$ cat config.mk
export PLATFORM = sky130hd
export DESIGN_NAME = vend_panel_io_flat
export DESIGN_NICKNAME = d
export VERILOG_FILES = /design/src/rtl/vend_panel_pkg.sv /design/src/rtl/vend_panel_if.sv /design/src/rtl/vend_key_debounce.sv /design/src/rtl/vend_panel_io.sv /design/src/flat_wrapper.sv
export SDC_FILE = /design/constraint.sdc
export NUM_CORES = 1
export LEC_CHECK = 0
export ABC_AREA = 1
export CAP_MARGIN = 20
export CORE_AREA = 2 2 127 129
export CTS_CLUSTER_SIZE = 10
export DETAILED_ROUTE_END_ITERATION = 7
export DIE_AREA = 0 0 129 131
export PLACE_DENSITY = 0.88
export SYNTH_ARGS = -nofsm -noshare
export SYNTH_HDL_FRONTEND = slang
export SYNTH_SLANG_ARGS = --single-unit
$ cat constraint.sdc
create_clock -name FPGA_CLK -period 5.03 [get_ports FPGA_CLK]
set_input_delay 1.2575 -clock FPGA_CLK [delete_from_list [all_inputs] [get_ports FPGA_CLK]]
set_output_delay 1.2575 -clock FPGA_CLK [all_outputs]
set_load 0.05 [all_outputs]
$ cat src/rtl/vend_panel_pkg.sv
// Shared constants and helpers for the vending-machine front panel.
// Segment order is {a,b,c,d,e,f,g}, active-high.
package vend_panel_pkg;

  localparam logic [6:0] SEG_DIGIT [0:9] = '{
    7'b1111110, 7'b0110000, 7'b1101101, 7'b1111001, 7'b0110011,
    7'b1011011, 7'b1011111, 7'b1110000, 7'b1111111, 7'b1111011
  };
  localparam logic [6:0] SEG_DASH  = 7'b0000001;
  localparam logic [6:0] SEG_BLANK = 7'b0000000;

  typedef enum logic {ST_IDLE, ST_CONV} bcd_state_t;

  function automatic int clog2(input int v);
    int r;
    r = 0;
    while ((1 << r) < v) r++;
    return r;
  endfunction

  // Decimal digits needed for 2^w-1 (log10(2) ~= 0.302).
  function automatic int dec_digits(input int w);
    return (w * 302) / 1000 + 1;
  endfunction

  function automatic logic [6:0] seg_decode(input logic [3:0] nib);
    logic [6:0] s;
    s = SEG_BLANK;
    if (nib <= 4'd9) s = SEG_DIGIT[nib];
    return s;
  endfunction

endpackage

$ cat src/rtl/vend_panel_if.sv
// Panel-side signal bundle: switches and keys toward the vending FSM, value and 7-seg pins.
interface vend_panel_if #(
  parameter int N_KEYS   = 5,
  parameter int N_DIGITS = 6,
  parameter int VAL_W    = 8
);
  import vend_panel_pkg::*;

  logic [N_KEYS-1:0]   DIP_SW;
  logic [N_KEYS-1:0]   key_pulse;
  logic [N_KEYS-1:0]   key_level;
  logic [VAL_W-1:0]    value;
  logic [N_DIGITS-1:0] dp_mask;
  logic [N_DIGITS-1:0] DIGIT;
  logic [6:0]          SEG;
  logic                SEG_DP;

  modport master (
    output DIP_SW, value, dp_mask,
    input  key_pulse, key_level, DIGIT, SEG, SEG_DP
  );

  modport slave (
    input  DIP_SW, value, dp_mask,
    output key_pulse, key_level, DIGIT, SEG, SEG_DP
  );
endinterface

$ cat src/rtl/vend_key_debounce.sv
// One key channel: polarity normalise, 2-flop synchroniser, tick-sampled history,
// debounced level and a single-cycle press pulse.
module vend_key_debounce
  import vend_panel_pkg::*;
#(
  parameter bit KEY_ACT_LOW = 1'b1,
  parameter int DB_SAMPLES  = 3
) (
  input  logic FPGA_CLK,
  input  logic FPGA_RSTB,
  input  logic tick,
  input  logic sw_raw,
  output logic key_level,
  output logic key_pulse
);

  logic                  sw_norm;
  logic                  sync1_reg, sync2_reg;
  logic [DB_SAMPLES-2:0] hist_reg;
  logic [DB_SAMPLES-1:0] hist_next;
  logic                  level_reg, pulse_reg;

  assign sw_norm   = KEY_ACT_LOW ? ~sw_raw : sw_raw;
  // Window of the last DB_SAMPLES samples including the one taken on this tick.
  assign hist_next = {hist_reg, sync2_reg};

  always_ff @(posedge FPGA_CLK or negedge FPGA_RSTB) begin
    if (!FPGA_RSTB) begin
      sync1_reg <= 1'b0;
      sync2_reg <= 1'b0;
      hist_reg  <= '0;
      level_reg <= 1'b0;
      pulse_reg <= 1'b0;
    end else begin
      sync1_reg <= sw_norm;
      sync2_reg <= sync1_reg;
      pulse_reg <= 1'b0;
      if (tick) begin
        hist_reg <= hist_next[DB_SAMPLES-2:0];
        if (&hist_next && !level_reg) begin
          level_reg <= 1'b1;
          pulse_reg <= 1'b1;
        end else if (~|hist_next && level_reg) begin
          level_reg <= 1'b0;
        end
      end
    end
  end

  assign key_level = level_reg;
  assign key_pulse = pulse_reg;

endmodule

$ cat src/rtl/vend_panel_io.sv
// Vending-machine front panel: debounced keys, serial binary-to-BCD conversion and
// a guarded multiplexed 7-seg scan, all clock-enabled from FPGA_CLK.
module vend_panel_io
  import vend_panel_pkg::*;
#(
  parameter int N_KEYS      = 5,
  parameter bit KEY_ACT_LOW = 1'b1,
  parameter int TICK_DIV    = 500000,
  parameter int DB_SAMPLES  = 3,
  parameter int N_DIGITS    = 6,
  parameter int SCAN_DIV    = 50000,
  parameter int VAL_W       = 8
) (
  input  logic         FPGA_CLK,
  input  logic         FPGA_RSTB,
  vend_panel_if.slave  pif
);

  localparam int TICK_W = clog2(TICK_DIV);
  localparam int SCAN_W = clog2(SCAN_DIV);
  localparam int IDX_W  = (N_DIGITS > 1) ? clog2(N_DIGITS) : 1;
  localparam int STEP_W = clog2(VAL_W + 1);
  localparam int CONV_D = (dec_digits(VAL_W) > N_DIGITS) ? dec_digits(VAL_W) : N_DIGITS;
  localparam int BCD_W  = 4 * CONV_D;

  logic [TICK_W-1:0] tick_cnt_reg;
  logic              tick;
  logic [N_KEYS-1:0] key_level_w, key_pulse_w;

  assign tick = (tick_cnt_reg == TICK_W'(TICK_DIV - 1));

  always_ff @(posedge FPGA_CLK or negedge FPGA_RSTB) begin
    if (!FPGA_RSTB) tick_cnt_reg <= '0;
    else            tick_cnt_reg <= tick ? '0 : tick_cnt_reg + TICK_W'(1);
  end

  genvar gi;
  generate
    for (gi = 0; gi < N_KEYS; gi++) begin : g_key
      vend_key_debounce #(
        .KEY_ACT_LOW (KEY_ACT_LOW),
        .DB_SAMPLES  (DB_SAMPLES)
      ) u_key (
        .FPGA_CLK  (FPGA_CLK),
        .FPGA_RSTB (FPGA_RSTB),
        .tick      (tick),
        .sw_raw    (pif.DIP_SW[gi]),
        .key_level (key_level_w[gi]),
        .key_pulse (key_pulse_w[gi])
      );
    end
  endgenerate

  assign pif.key_level = key_level_w;
  assign pif.key_pulse = key_pulse_w;

  bcd_state_t              state_reg, state_next;
  logic                    load, step, done;
  logic [VAL_W-1:0]        shift_reg, conv_value_reg, last_value_reg;
  logic [BCD_W-1:0]        acc_reg, acc_adj, acc_step;
  logic [BCD_W:0]          acc_shift;
  logic [STEP_W-1:0]       step_reg;
  logic [4*N_DIGITS-1:0]   disp_bcd_reg;
  logic                    disp_ovf_reg;
  logic                    ovf;

  always_comb begin
    state_next = state_reg;
    load       = 1'b0;
    step       = 1'b0;
    done       = 1'b0;
    case (state_reg)
      ST_IDLE: begin
        if (pif.value != last_value_reg) begin
          load       = 1'b1;
          state_next = ST_CONV;
        end
      end
      ST_CONV: begin
        step = 1'b1;
        if (step_reg == STEP_W'(VAL_W - 1)) begin
          done       = 1'b1;
          state_next = ST_IDLE;
        end
      end
      default: state_next = ST_IDLE;
    endcase
  end

  always_ff @(posedge FPGA_CLK or negedge FPGA_RSTB) begin
    if (!FPGA_RSTB) state_reg <= ST_IDLE;
    else            state_reg <= state_next;
  end

  generate
    for (gi = 0; gi < CONV_D; gi++) begin : g_adj
      logic [3:0] nib;
      assign nib = acc_reg[4*gi +: 4];
      assign acc_adj[4*gi +: 4] = (nib >= 4'd5) ? nib + 4'd3 : nib;
    end
  endgenerate

  assign acc_shift = {acc_adj, shift_reg[VAL_W-1]};
  assign acc_step  = acc_shift[BCD_W-1:0];
  // Any nonzero digit beyond the display width means the value does not fit.
  assign ovf       = |acc_shift[BCD_W:4*N_DIGITS];

  always_ff @(posedge FPGA_CLK or negedge FPGA_RSTB) begin
    if (!FPGA_RSTB) begin
      shift_reg      <= '0;
      conv_value_reg <= '0;
      last_value_reg <= '0;
      acc_reg        <= '0;
      step_reg       <= '0;
      disp_bcd_reg   <= '0;
      disp_ovf_reg   <= 1'b0;
    end else begin
      if (load) begin
        shift_reg      <= pif.value;
        conv_value_reg <= pif.value;
        acc_reg        <= '0;
        step_reg       <= '0;
      end else if (step) begin
        shift_reg <= shift_reg << 1;
        acc_reg   <= acc_step;
        step_reg  <= step_reg + STEP_W'(1);
      end
      // Display and last_value move together so a partial result is never shown.
      if (done) begin
        disp_bcd_reg   <= acc_step[4*N_DIGITS-1:0];
        disp_ovf_reg   <= ovf;
        last_value_reg <= conv_value_reg;
      end
    end
  end

  logic [6:0] dig_pat [N_DIGITS];

  generate
    for (gi = 0; gi < N_DIGITS; gi++) begin : g_pat
      logic shown;
      assign shown = (gi == 0) || (|disp_bcd_reg[4*N_DIGITS-1:4*gi]);
      assign dig_pat[gi] = disp_ovf_reg ? SEG_DASH :
                           (shown ? seg_decode(disp_bcd_reg[4*gi +: 4]) : SEG_BLANK);
    end
  endgenerate

  logic [SCAN_W-1:0]   slot_cnt_reg;
  logic [IDX_W-1:0]    idx_reg;
  logic [N_DIGITS-1:0] digit_reg, digit_next;
  logic [6:0]          seg_reg, seg_next;
  logic                dp_reg, dp_next;

  always_comb begin
    digit_next = '1;
    seg_next   = SEG_BLANK;
    dp_next    = 1'b0;
    // Slot cycle 0 stays dark so the previous digit cannot ghost onto the next.
    if (slot_cnt_reg != '0) begin
      digit_next[idx_reg] = 1'b0;
      seg_next            = dig_pat[idx_reg];
      dp_next             = pif.dp_mask[idx_reg];
    end
  end

  always_ff @(posedge FPGA_CLK or negedge FPGA_RSTB) begin
    if (!FPGA_RSTB) begin
      slot_cnt_reg <= '0;
      idx_reg      <= '0;
      digit_reg    <= '1;
      seg_reg      <= SEG_BLANK;
      dp_reg       <= 1'b0;
    end else begin
      digit_reg <= digit_next;
      seg_reg   <= seg_next;
      dp_reg    <= dp_next;
      if (slot_cnt_reg == SCAN_W'(SCAN_DIV - 1)) begin
        slot_cnt_reg <= '0;
        idx_reg      <= (idx_reg == IDX_W'(N_DIGITS - 1)) ? '0 : idx_reg + IDX_W'(1);
      end else begin
        slot_cnt_reg <= slot_cnt_reg + SCAN_W'(1);
      end
    end
  end

  assign pif.DIGIT  = digit_reg;
  assign pif.SEG    = seg_reg;
  assign pif.SEG_DP = dp_reg;

endmodule
$ cat src/flat_wrapper.sv
// flat-port wrapper written by rule: the top's interface ports become plain ports
module vend_panel_io_flat import vend_panel_pkg::*;
#(
  parameter int N_KEYS      = 5,
  parameter bit KEY_ACT_LOW = 1'b1,
  parameter int TICK_DIV    = 500000,
  parameter int DB_SAMPLES  = 3,
  parameter int N_DIGITS    = 6,
  parameter int SCAN_DIV    = 50000,
  parameter int VAL_W       = 8
)
  (FPGA_CLK, FPGA_RSTB, pif_DIP_SW, pif_value, pif_dp_mask, pif_key_pulse, pif_key_level, pif_DIGIT, pif_SEG, pif_SEG_DP);
  vend_panel_if #(.N_KEYS(N_KEYS), .N_DIGITS(N_DIGITS), .VAL_W(VAL_W)) pif_i ();
  input  logic FPGA_CLK;
  input  logic FPGA_RSTB;
  input wire logic [$bits(pif_i.DIP_SW)-1:0] pif_DIP_SW;
  input wire logic [$bits(pif_i.value)-1:0] pif_value;
  input wire logic [$bits(pif_i.dp_mask)-1:0] pif_dp_mask;
  output wire logic [$bits(pif_i.key_pulse)-1:0] pif_key_pulse;
  output wire logic [$bits(pif_i.key_level)-1:0] pif_key_level;
  output wire logic [$bits(pif_i.DIGIT)-1:0] pif_DIGIT;
  output wire logic [$bits(pif_i.SEG)-1:0] pif_SEG;
  output wire logic [$bits(pif_i.SEG_DP)-1:0] pif_SEG_DP;
  assign pif_i.DIP_SW = pif_DIP_SW;
  assign pif_i.value = pif_value;
  assign pif_i.dp_mask = pif_dp_mask;
  assign pif_key_pulse = pif_i.key_pulse;
  assign pif_key_level = pif_i.key_level;
  assign pif_DIGIT = pif_i.DIGIT;
  assign pif_SEG = pif_i.SEG;
  assign pif_SEG_DP = pif_i.SEG_DP;
  vend_panel_io #(.N_KEYS(N_KEYS), .KEY_ACT_LOW(KEY_ACT_LOW), .TICK_DIV(TICK_DIV), .DB_SAMPLES(DB_SAMPLES), .N_DIGITS(N_DIGITS), .SCAN_DIV(SCAN_DIV), .VAL_W(VAL_W)) u_core (.FPGA_CLK(FPGA_CLK), .FPGA_RSTB(FPGA_RSTB), .pif(pif_i));
endmodule
==> out/qor.json <==
{
  "dieArea": {"value": 16900, "unit": "sq um"},
  "grtUsageMet3": {"value": 0.0505},
  "port-buffer-count": {"value": 44},
  "cts-resized-gates": {"value": 0},
  "boundaryPins": {"value": 45},
  "max_stage_delay": {"value": 0.79, "unit": "ns"},
  "nFillCells": {"value": 1187},
  "num_antenna_cells": {"value": 0},
  "post_cts_buffers": {"value": 0},
  "power.ir.vdd_worst": {"value": 339, "unit": "uV"},
  "via_count": {"value": 7473},
  "chip_height": {"value": 131, "unit": "um"},
  "final_layout_size_suffix_gt1_frac": {"value": 0.0868},
  "synthesis.area": {"value": 9110, "unit": "sq um"},
  "routed_wirelength": {"value": 19100, "unit": "um"},
  "placement_rows": {"value": 46},
  "min-delay-path-class": {"value": "register to register"},
  "grtUsageTotal": {"value": 0.242},
  "grt_busiest_layer": {"value": "met2"},
  "grtUsageMet2": {"value": 0.404},
  "timing.critical_path.arrival": {"value": 1.72, "unit": "ns"},
  "synth_seq_cells": {"value": 160},
  "worst_setup_sp_type": {"value": "register"},
  "gate_count_after_technology_mapping": {"value": 1116},
  "internal_power": {"value": 3.23, "unit": "mW"},
  "crit_chain": {"value": "clkdlybuf4s50_1"},
  "worst_setup_hold_path_clk_slew": {"value": 0.06, "unit": "ns"},
  "residual_drc": {"value": 0},
  "cts_hold_buffers": {"value": 0},
  "p_sw_frac": {"value": 0.409},
  "power_frac_clock": {"value": 0.239},
  "grt_first_pass_wirelength": {"value": 32800, "unit": "um"},
  "final.min_clock_period": {"value": 2.98, "unit": "ns"},
  "timing_hold_violations_final": {"value": 0},
  "finalSetupViolCount": {"value": 0},
  "total_power": {"value": 5.46, "unit": "mW"},
  "drt_pre_antenna_iters": {"value": 5},
  "max_slew_violation_count": {"value": 0},
  "tritoncts": {"value": "done"},
  "status": {"value": "finished, final reports clean"},
  "vias_per_cell": {"value": 5.42},
  "ys.warnings.count": {"value": 0},
  "postPlaceCellArea": {"value": 9660, "unit": "sq um"},
  "detailed_place_hpwl": {"value": 13000, "unit": "um"},
  "grt_setup_unrepaired": {"value": "no"},
  "max-slew-margin-rel": {"value": 0.367},
  "leakagePower": {"value": 5.07, "unit": "nW"},
  "grt_util_met1": {"value": 0.311},
  "critical_path_rt": {"value": 3.77, "unit": "ns"},
  "fmax": {"value": 0.336, "unit": "GHz"},
  "area.growth.synth_to_final": {"value": 12.5, "unit": "%"},
  "worst-setup-path-type": {"value": "register to output pin"},
  "design.core.area": {"value": 15600, "unit": "sq um"},
  "synthDistinctLibCells": {"value": 44},
  "grt_overflow_total": {"value": 0},
  "nets": {"value": 1227},
  "crit_buf_inv": {"value": 1},
  "edff_count_synth": {"value": 0},
  "start_util": {"value": 0.584},
  "ant_nets": {"value": 0},
  "maxCapViolCount": {"value": 0},
  "root_buffer_selected_by_cts": {"value": "sky130_fd_sc_hd__clkbuf_16"},
  "power.density": {"value": 533, "unit": "nW/um^2"},
  "finalInstanceArea": {"value": 10200, "unit": "sq um"},
  "die-width": {"value": 129, "unit": "um"},
  "clkLatencyLatePin": {"value": 0.43, "unit": "ns"},
  "postSynth.asyncResetShare": {"value": 1.00},
  "cts_made_buffers": {"value": 17},
  "dr.first_iter.drc_count": {"value": 705},
  "route.detailed.wl_per_inst": {"value": 13.9, "unit": "um"},
  "timing.critical_path.fanout_max": {"value": 1},
  "gpl.final_weighted_congestion": {"value": 0.910},
  "actual_transition_at_the_worst_max_transition_pin": {"value": 0.949, "unit": "ns"},
  "cp_slowest_cell": {"value": "sky130_fd_sc_hd__clkdlybuf4s50_1"},
  "cts_max_path_buffers": {"value": 2},
  "largest_net_degree_at_the_start_of_global_routing": {"value": 107},
  "seq_power_share": {"value": 0.347},
  "endpoint_kind": {"value": "output pin"},
  "h-tree-depth": {"value": 4},
  "post_synth.cell_area_avg": {"value": 8.16, "unit": "sq um"},
  "crit_family": {"value": "buffers and inverters"},
  "synth-seq-area-share": {"value": 0.440},
  "finalClockSkew": {"value": 0.0136, "unit": "ns"},
  "first_global_vias": {"value": 7295},
  "cts.sinks": {"value": 160},
  "power.net_switching": {"value": 2.23, "unit": "mW"},
  "setup-tns-final": {"value": 0, "unit": "ns"},
  "share_of_the_clock_period_used_by_the_worst_path": {"value": 0.592},
  "grt_antenna_before_repair": {"value": 0},
  "postSynthNetCount": {"value": 1193},
  "pwr-share-comb": {"value": 0.414},
  "synthFlopType": {"value": "sky130_fd_sc_hd__dfrtp_1"}
}
[per-stage QoR]
| step | hold WS, ns | std cells | utilization | worst slack [ns] |
|---|---|---|---|---|
| global placement | 0.332 | 1347 | 0.619 | 1.95 |
| detailed placement | 0.336 | 1347 | 0.619 | 1.89 |
| CTS | 0.348 | 1379 | 0.657 | 2.04 |
| finish | 0.349 | 1379 | 0.657 | 2.05 |
| global route | 0.363 | 1379 | 0.657 | 2.00 |
| floorplan | 0.331 | 1116 | - | 2.82 |
[cells in the mapped netlist (12+ instances only)]
cell type                    n  share of area
sky130_fd_sc_hd__clkbuf_1   14         0.0058
sky130_fd_sc_hd__buf_4      13          0.011
sky130_fd_sc_hd__nor3_1     15         0.0082
sky130_fd_sc_hd__a21oi_1    33          0.018
sky130_fd_sc_hd__inv_1     143          0.059
sky130_fd_sc_hd__nand2_1   262           0.11
sky130_fd_sc_hd__o21ai_2    12          0.012
sky130_fd_sc_hd__xor2_1     26          0.025
sky130_fd_sc_hd__nand3_1    96          0.053
sky130_fd_sc_hd__nand4_1    20          0.014
sky130_fd_sc_hd__dfrtp_1   154           0.42
sky130_fd_sc_hd__nor2_1     79          0.033
sky130_fd_sc_hd__ha_1       56          0.077
sky130_fd_sc_hd__o21ai_0    87          0.048
[layout by cell type, fill, tap and decap left out, types with 2 or more instances in the layout]
cell type / count
sky130_fd_sc_hd__xnor2_1: 7
sky130_fd_sc_hd__o21ai_2: 12
sky130_fd_sc_hd__nor2_1: 79
sky130_fd_sc_hd__clkdlybuf4s50_1: 43
sky130_fd_sc_hd__clkbuf_1: 4
sky130_fd_sc_hd__nor3_1: 15
sky130_fd_sc_hd__o21a_1: 7
sky130_fd_sc_hd__o21ai_1: 5
sky130_fd_sc_hd__bufinv_16: 3
sky130_fd_sc_hd__clkbuf_16: 17
sky130_fd_sc_hd__o21ai_0: 87
sky130_fd_sc_hd__dfrtp_1: 154
sky130_fd_sc_hd__nor2_2: 7
sky130_fd_sc_hd__clkinv_2: 4
sky130_fd_sc_hd__nand3_2: 2
sky130_fd_sc_hd__nand2_1: 262
sky130_fd_sc_hd__nand3b_1: 5
sky130_fd_sc_hd__o22ai_2: 7
sky130_fd_sc_hd__a21oi_1: 33
sky130_fd_sc_hd__nor2_4: 3
sky130_fd_sc_hd__nor4_1: 6
sky130_fd_sc_hd__inv_2: 6
sky130_fd_sc_hd__nand3_1: 96
sky130_fd_sc_hd__a21oi_2: 2
sky130_fd_sc_hd__inv_1: 143
sky130_fd_sc_hd__buf_4: 5
sky130_fd_sc_hd__nand2_2: 3
sky130_fd_sc_hd__nor3_2: 2
sky130_fd_sc_hd__o211ai_1: 6
sky130_fd_sc_hd__ha_1: 56
sky130_fd_sc_hd__nor4_2: 7
sky130_fd_sc_hd__nand4_1: 20
sky130_fd_sc_hd__xor2_1: 26
sky130_fd_sc_hd__dfstp_2: 6
sky130_fd_sc_hd__or2_2: 7
[power groups by stage]
| stage | Sequential, mW | Combinational (mW) | Clock [mW] |
|---|---|---|---|
| after floorplan | 1.95 | 1.60 | 0 |
| after global placement | 1.89 | 2.12 | 0 |
| after detailed placement | 1.91 | 2.21 | 0 |
| after CTS | 1.89 | 2.25 | 1.31 |
| after global routing | 1.94 | 2.57 | 1.37 |
| final | 1.90 | 2.26 | 1.31 |
[layout make-up]
| type | count | area (sq um) | area share |
|---|---|---|---|
| clock buffer | 22 | 454 | 0.0443 |
| clock inverter | 10 | 135 | 0.0132 |
| inverter | 150 | 563 | 0.0550 |
| multi-input combinational | 772 | 4330 | 0.423 |
| sequential | 160 | 4010 | 0.392 |
| tap | 216 | 270 | 0.0264 |
| timing repair buffer | 49 | 479 | 0.0468 |
[cells by family (layout without fill, tap and decap cells)]
logic type | count (synthesis) | in the layout | share of synthesized area
buffers and inverters | 184 | 231 | 0.0842
XOR/XNOR | 33 | 33 | 0.0317
adder cells (fa/ha/maj) | 56 | 56 | 0.0769
AND/OR/NAND/NOR | 519 | 519 | 0.260
AO/OA/AOI/OAI | 164 | 164 | 0.106
flip-flops | 160 | 160 | 0.440
[per-layer routing]
metal	part of all wire	wire, um
met1	0.44	8420
met5	0	0
met3	0.051	980
met4	0.020	384
met2	0.49	9350
[worst paths after layout]
check / slack [ns] / cells past startpoint / end / start
max in group asynchronous: 3.10 / 2 / u_core.g_key[3].u_key.hist_reg[0]$_DFFE_PN0N_ / FPGA_RSTB
min in group asynchronous: 0.98 / 1 / u_core.pif.SEG[0]$_DFF_PN0_ / FPGA_RSTB
min reg2reg: 0.35 / 0 / u_core.g_key[0].u_key.sync2_reg$_DFF_PN0_ / u_core.g_key[0].u_key.sync1_reg$_DFF_PN0_
max: 2.05 / 1 / pif_DIGIT[5] / u_core.pif.DIGIT[5]$_DFF_PN1_
min: 0.35 / 0 / u_core.g_key[0].u_key.sync2_reg$_DFF_PN0_ / u_core.g_key[0].u_key.sync1_reg$_DFF_PN0_
max reg2reg: 2.79 / 7 / u_core.disp_bcd_reg[2]$_DFFE_PN0P_ / u_core.state_reg$_DFF_PN0_
Note: power is estimated with default switching activity, not from simulation.
